$ cat config.mk
export PLATFORM = sky130hd
export DESIGN_NAME = axi2mem_tcdm_cmd_arbiter
export DESIGN_NICKNAME = d
export VERILOG_FILES = /design/src/rtl/axi2mem_pkg.sv /design/src/rtl/axi2mem_tcdm_cmd_arbiter.sv
export SDC_FILE = /design/constraint.sdc
export NUM_CORES = 1
export LEC_CHECK = 0
export ABC_AREA = 1
export CORE_AREA = 2 2 99 101
export CTS_BUF_LIST = sky130_fd_sc_hd__clkbuf_2 sky130_fd_sc_hd__clkbuf_4 sky130_fd_sc_hd__clkbuf_8
export CTS_CLUSTER_SIZE = 8
export DETAILED_ROUTE_END_ITERATION = 12
export DIE_AREA = 0 0 101 103
export PLACE_DENSITY = 0.66
export RECOVER_POWER = 25
export SLEW_MARGIN = 20
export SYNTH_ARGS = -nofsm -noshare
export SYNTH_HDL_FRONTEND = slang
export SYNTH_SLANG_ARGS = --single-unit
export TNS_END_PERCENT = 5
$ cat constraint.sdc
create_clock -name clk_i -period 2.1 [get_ports clk_i]
set_input_delay 0.21 -clock clk_i [delete_from_list [all_inputs] [get_ports clk_i]]
set_output_delay 0.21 -clock clk_i [all_outputs]
set_load 0.03 [all_outputs]
$ cat src/rtl/axi2mem_pkg.sv
// Shared types for the axi2mem TCDM front end.
// Holds the owner encoding used by the command arbiter and the TCDM lane count.
package axi2mem_pkg;

  localparam int unsigned AXI2MEM_LANES = 2;

  typedef enum logic {
    OWN_RD = 1'b0,
    OWN_WR = 1'b1
  } axi2mem_owner_e;

endpackage

$ cat src/rtl/axi2mem_tcdm_cmd_arbiter.sv
// Shares the dual-lane TCDM command queue between the axi2mem read and write channels.
// The command mux has no latency. A registered owner FSM picks the channel using burst-aware round-robin with optional preemption.
module axi2mem_tcdm_cmd_arbiter
  import axi2mem_pkg::*;
#(
  parameter int unsigned ID_WIDTH   = 6,
  parameter int unsigned ADDR_WIDTH = 32,
  parameter int unsigned MAX_BEATS  = 16
) (
  input  logic                                      clk_i,
  input  logic                                      rst_ni,
  input  logic                                      rd_pend_i,
  input  logic [AXI2MEM_LANES-1:0]                  rd_trans_req_i,
  input  logic [AXI2MEM_LANES-1:0][ID_WIDTH-1:0]    rd_trans_id_i,
  input  logic [AXI2MEM_LANES-1:0][ADDR_WIDTH-1:0]  rd_trans_add_i,
  input  logic [AXI2MEM_LANES-1:0]                  rd_trans_last_i,
  output logic [AXI2MEM_LANES-1:0]                  rd_trans_gnt_o,
  input  logic                                      wr_pend_i,
  input  logic [AXI2MEM_LANES-1:0]                  wr_trans_req_i,
  input  logic [AXI2MEM_LANES-1:0][ID_WIDTH-1:0]    wr_trans_id_i,
  input  logic [AXI2MEM_LANES-1:0][ADDR_WIDTH-1:0]  wr_trans_add_i,
  input  logic [AXI2MEM_LANES-1:0]                  wr_trans_last_i,
  output logic [AXI2MEM_LANES-1:0]                  wr_trans_gnt_o,
  output logic [AXI2MEM_LANES-1:0]                  cmd_req_o,
  output logic [AXI2MEM_LANES-1:0][ID_WIDTH-1:0]    cmd_id_o,
  output logic [AXI2MEM_LANES-1:0][ADDR_WIDTH-1:0]  cmd_add_o,
  output logic [AXI2MEM_LANES-1:0]                  cmd_last_o,
  output logic [AXI2MEM_LANES-1:0]                  cmd_wen_o,
  input  logic [AXI2MEM_LANES-1:0]                  cmd_gnt_i,
  output logic                                      owner_o
);

  localparam logic [7:0] PREEMPT_AT = 8'((MAX_BEATS == 0) ? 0 : MAX_BEATS - 1);

  axi2mem_owner_e owner_q;
  logic [1:0]     busy_q;
  logic [7:0]     beat_cnt_q;

  logic                    own_idx;
  logic                    oth_idx;
  logic [AXI2MEM_LANES-1:0] own_req;
  logic [AXI2MEM_LANES-1:0] own_last;
  logic [1:0]              want;
  logic                    hs;
  logic                    burst_last;
  logic                    hs_last;
  logic                    preempt;
  logic                    do_switch;

  assign own_idx = owner_q;
  assign oth_idx = ~own_idx;

  always_comb begin
    own_req   = rd_trans_req_i;
    own_last  = rd_trans_last_i;
    cmd_id_o  = rd_trans_id_i;
    cmd_add_o = rd_trans_add_i;
    if (owner_q == OWN_WR) begin
      own_req   = wr_trans_req_i;
      own_last  = wr_trans_last_i;
      cmd_id_o  = wr_trans_id_i;
      cmd_add_o = wr_trans_add_i;
    end
  end

  assign cmd_req_o  = own_req;
  assign cmd_last_o = own_last;
  assign cmd_wen_o  = {AXI2MEM_LANES{owner_q == OWN_WR}};
  assign owner_o    = owner_q;

  // Grants only look at registered owner and the queue ready, never at the requests.
  assign rd_trans_gnt_o = (owner_q == OWN_RD) ? cmd_gnt_i : '0;
  assign wr_trans_gnt_o = (owner_q == OWN_WR) ? cmd_gnt_i : '0;

  // The channel drives last identically on both lanes, so any lane marks the burst end.
  assign hs         = (own_req == '1) && (cmd_gnt_i == '1);
  assign burst_last = |own_last;
  assign hs_last    = hs && burst_last;
  assign want       = {wr_pend_i | busy_q[1], rd_pend_i | busy_q[0]};
  assign preempt    = (MAX_BEATS != 0) && hs && (beat_cnt_q == PREEMPT_AT);
  assign do_switch  = want[oth_idx] && (hs_last || !want[own_idx] || preempt);

  // A preempted owner keeps its busy flag so its burst resumes when ownership returns.
  always_ff @(posedge clk_i or negedge rst_ni) begin
    if (!rst_ni) begin
      owner_q    <= OWN_RD;
      busy_q     <= '0;
      beat_cnt_q <= '0;
    end else begin
      if (hs) begin
        busy_q[own_idx] <= ~burst_last;
      end
      if (do_switch || hs_last) begin
        beat_cnt_q <= '0;
      end else if (hs && (beat_cnt_q != 8'hFF)) begin
        beat_cnt_q <= beat_cnt_q + 8'd1;
      end
      if (do_switch) begin
        owner_q <= (owner_q == OWN_RD) ? OWN_WR : OWN_RD;
      end
    end
  end

`ifndef SYNTHESIS
  a_non_owner_no_gnt : assert property (@(posedge clk_i) disable iff (!rst_ni)
    (owner_q == OWN_RD) ? (wr_trans_gnt_o == '0) : (rd_trans_gnt_o == '0));
  a_wen_is_owner : assert property (@(posedge clk_i) disable iff (!rst_ni)
    cmd_wen_o == {AXI2MEM_LANES{owner_q == OWN_WR}});
`endif

endmodule

-- Word-level counts from Yosys, hierarchy flattened
Index checks and enable logic that the tools add are counted.
- bits in registers: 11
- bits in latches: 0
- bits in writable memories: 0
- memory bits (read-only): 0
- input port bits: 166
- output and inout port bits: 87
- logic and storage cells: 43
- memories kept: 0
- $add $sub $neg: 1
- $mul: 0
- div/mod/pow operators: 0
- $lt $le $gt $ge: 3
- equal/unequal tests: 4
- shift-type cells: 0
- muxes and demuxes: 16
- bitwise gates (word level): 4
- reductions and logical operators: 12
- operators with widths (cell ; count):
    $mux 64 ; 1
    $mux 8 ; 2
    $mux 12 ; 1
    $add 8x1->8 const B ; 1
    $eq 8x4->1 const B ; 1
    $mux 2 ; 4
    $ne 8x8->1 const B ; 1
    $logic_and 1x1->1 ; 6
    $mux 1 ; 6
    $eq 2x2->1 const B ; 2
    $lt 1x2->1 const B ; 2
    $logic_or 1x1->1 ; 3
    $bwmux 2 ; 1
    $not 1->1 ; 2
    $or 1x1->1 ; 2
    $reduce_bool 2->1 ; 1
    $reduce_or 2->1 ; 1
    $demux 1 s1 ; 1
    $ge 1x1->1 const B ; 1
    $logic_not 1->1 ; 1

-- Logic depth before layout (Yosys ltp)
- depth after elaboration: 9
- gate-level depth with buffers: 11
- depth with buffers taken out: 11

-- Worst setup path before layout
Ideal clock, no wire load.
- path kind: reg2out
- start point: reg owner_q, in the netlist owner_o
- end point: out cmd_add_o[43] in the netlist's numbering
- arrival time: 1595 ps
- data required time: 1890 ps
- path slack: 295 ps
- cell stages (with the launch flop): 7
- buffers on the path: 3
- cell sequence: dfrtp_1 inv_2 buf_6 buf_2 buf_1 nand2_1 nand2_1
- RTL lines (item ; RTL line ; source):
    from (decl) ; axi2mem_tcdm_cmd_arbiter.sv:35 ; axi2mem_owner_e owner_q;
    from (signal assigned) ; axi2mem_tcdm_cmd_arbiter.sv:99 ; owner_q <= (owner_q == OWN_RD) ? OWN_WR : OWN_RD;
    to (decl) ; axi2mem_tcdm_cmd_arbiter.sv:26 ; output logic [AXI2MEM_LANES-1:0][ADDR_WIDTH-1:0] cmd_add_o,

-- Final worst setup path
- start point: reg owner_q, in the netlist owner_o
- end point: out rd_trans_gnt_o[0]
- longest elaborated chain between the ends: 1
- ends and longest elaborated chain (item ; RTL line ; source):
    $mux 2 ; axi2mem_tcdm_cmd_arbiter.sv:72 ; assign rd_trans_gnt_o = (owner_q == OWN_RD) ? cmd_gnt_i : '0;
    to (decl) ; axi2mem_tcdm_cmd_arbiter.sv:17 ; output logic [AXI2MEM_LANES-1:0] rd_trans_gnt_o,
Every way passes these cells.

==> summary.md <==
| Metric | Value |
|---|---|
| Status | `completed` |
| Worst slack, placed | `between 0.3 and 0.4 ns` |
| H-tree level count | `1` |
| Commonest cells post-synth | `265 x nand2_1, 20 x inv_1, 13 x clkbuf_1, 13 x nor2_1, 11 x dfrtp_1` |
| Max FO, Critical Path | `26` |
| XOR/XNOR Fraction of Synth Area | `2.40%` |
| Worst slew margin | `65.9%` |
| PortBufs | `252` |
| Synth Area in Simple Gates | `69.7%` |
| Largest net degree at the start of global routing | `40` |
| Cts repair resizes | `0` |
| Cell taking the most area after synthesis | `nand2_1` |
| P&R area growth vs syn | `134%` |
| Leakage | `between 2 and 2.5 nW` |
| Global-route wire length before repair | `12700 microns` |
| Top-level port count | `253` |
| Die height | `about 100 microns` |
| Vias in the first global route | `between 2000 and 3000` |
| Post-synth EDFFs | `0` |
| Cts hold-fix bufs | `0` |
| Count of final hold-check violations | `0` |
| Largest family of logic cells by synthesized area | `simple AND/OR/NAND/NOR gates` |
| Routability cong. | `between 0.7 and 0.8` |
| Post-layout nets | `just under 800` |
| Fmax | `0.523 GHz` |
| Post-route ant nets | `0` |
| Initial antenna violation count | `0` |
| Mux cell area share after synthesis | `0%` |
| Fillers | `987` |
| Synth Area in Compound Gates | `2.34%` |
| Critical Path AT | `1.70 ns` |
| Synth Instances | `~370` |
| Mapped Area | `0.00182 sq mm` |
| Crit Path Class | `flip-flop to output port` |
| Share of the synthesized area in the top cell type | `a little over half` |
| Slew at the pin closest to its max-slew limit | `0.510 ns` |
| Crit path time final | `1.91 ns` |
| CTS max path bufs | `2` |
| Post-synthesis adder-cell area fraction | `0.687%` |
| Number of max-cap violations | `0` |
| Skew-Pair Late Insertion Delay | `0.24 ns` |
| Initial Util | `19.3%` |
| Global route total overflow | `0` |
| Die Span X | `101 microns` |
| PnR Total Power | `4.97 mW` |
| # diodes | `0` |
| Pwr per Cell Area | `1170 mW/mm^2` |
| Post-CTS setup buffers | `0` |
| Kind of end point of the critical path | `output port` |
| Synthesized area per cell | `4.88 sq um` |
| Top-count cell post-synth | `nand2_1` |
| WL per Instance | `12.6 microns` |
| Routed vias/inst | `4.21` |
| Synth unique cells | `24` |
| DRT Pass-1 Iters | `5` |
| DR iter-0 viols | `131` |
| FP Rows | `36` |
| FFs w/ async S/R, synth | `100%` |
| Worst VDD drop | `between 0.5 and 0.6 mV` |
| Clock Tree Root | `clkbuf_8` |
| Synth area leaders | `nand2_1 55%, dfrtp_1 15%, inv_1 4.1%` |
| Num Clock Sinks | `11` |
| Hold/Removal Path Class | `input pin to async pin` |
| Final Setup Violations | `0` |
| DP HPWL | `7690 microns` |
| Final Cycle Share | `91.0%` |
| Share of layout cells above drive strength 1 | `16.9%` |
| RSZ-0062 raised after global routing | `false` |
| Post-synth top flop | `dfrtp_1` |
| Sequential area share after synthesis | `15.1%` |
| Clock transition at the registers of the reported paths | `0.05 ns` |
| DRC Markers | `0` |
| CTS tree | `yes` |
| Global Route Usage Sum | `14.9%` |
| Placed cell count | `724` |
| Final Max Tran Viols | `0` |
| Flops & latches, synth | `11` |
| Final worst slack | `around 0.19 ns` |
| Final Core Density | `45.1%` |
| Final WL | `9140 microns` |
| Sum Neg Setup Slack | `0 ns` |
| Mapped Nets | `540` |
| Setup Skew | `0.00103 ns` |
| CP Launch Type | `flip-flop` |
| CP required | `1.89 ns` |
| Core Area | `0.00946 sq mm` |
| DIE AREA | `0.0104 sq mm` |
| Yosys warns | `0` |
| DR vias | `3068` |
| Num CTS Buffers | `3` |
| Layout Cells excl Fill | `around 730` |
[report_power, final]
group          total, mW  switching, mW  internal, mW
registers          0.279         0.0296         0.249
logic               4.46           2.90          1.56
clock network      0.229         0.0829         0.147
[cells in the final DEF, fill, tap and decap left out, drive strengths merged]
master	synthesis	final
nor3	1	1
o21ai	6	6
dlygate4sd3	0	1
dfrtp	11	11
clkbuf	13	16
buf	7	73
nand2	275	275
inv	21	21
a21oi	1	1
clkdlybuf4s50	0	171
nand3	4	4
xor2	5	5
ha	1	1
nand4	9	9
nor2	19	19
[flip-flops by register name, indices dropped and copies added, names as in the netlist]
| name | cells |
|---|---|
| beat_cnt_q | 8 |
| busy_q | 2 |
| owner_o | 1 |
[layout make-up]
class / instances / area, sq um / area share (%)
inverter: 21 / 78.8 / 1.85
tap: 114 / 143 / 3.35
sequential: 11 / 277 / 6.49
timing repair buffer: 257 / 2350 / 55.1
multi-input combinational: 321 / 1370 / 32.1
clock buffer: 4 / 48.8 / 1.14
[cells by family (layout without fill, tap and decap cells)]
| kind of cell | after synthesis | in the layout |
|---|---|---|
| AO/OA/AOI/OAI | 7 | 7 |
| XOR/XNOR | 5 | 5 |
| adder cells (fa/ha/maj) | 1 | 1 |
| buffers and inverters | 41 | 282 |
| flip-flops | 11 | 11 |
| AND/OR/NAND/NOR | 308 | 308 |
[routing by layer]
metal / vias up / wire, microns / track usage (%) / part of all wire [%]
met4: 0 / 27 / 1.25 / 0.30
met3: 4 / 933 / 3.73 / 10
met2: 176 / 4600 / 27.6 / 50
li1: 1594 / - / - / -
met5: - / 0 / 0 / 0
met1: 1294 / 3580 / 18.1 / 39
[per-stage QoR]
stage | instance area [sq um] | hold WS, ns
2_1_floorplan | 1820 | -0.0856
3_3_place_gp | 4260 | 0.492
3_5_place_dp | 4260 | 0.487
4_1_cts | 4310 | 0.348
5_1_grt | 4260 | 0.430
6_report | 4260 | 0.379
[final timing paths]
path	start	slack (ns)	cells past startpoint	endpoint
max	owner_o	0.19	3	rd_trans_gnt_o[0]
min	rst_ni	0.38	1	beat_cnt_q[7]
max reg2reg	owner_o	0.28	6	owner_o
min reg2reg	busy_q[0]	0.50	2	busy_q[0]
max in group asynchronous	rst_ni	1.35	1	owner_o
min in group clk_i	busy_q[0]	0.50	2	busy_q[0]
[critical path, cell delays in order (launching register included)]
cell	delay [ns]
dfrtp_2	0.42
buf_4	0.22
nor2_1	0.14
clkdlybuf4s50_1	0.69
Note: power is estimated with default switching activity, not from simulation.
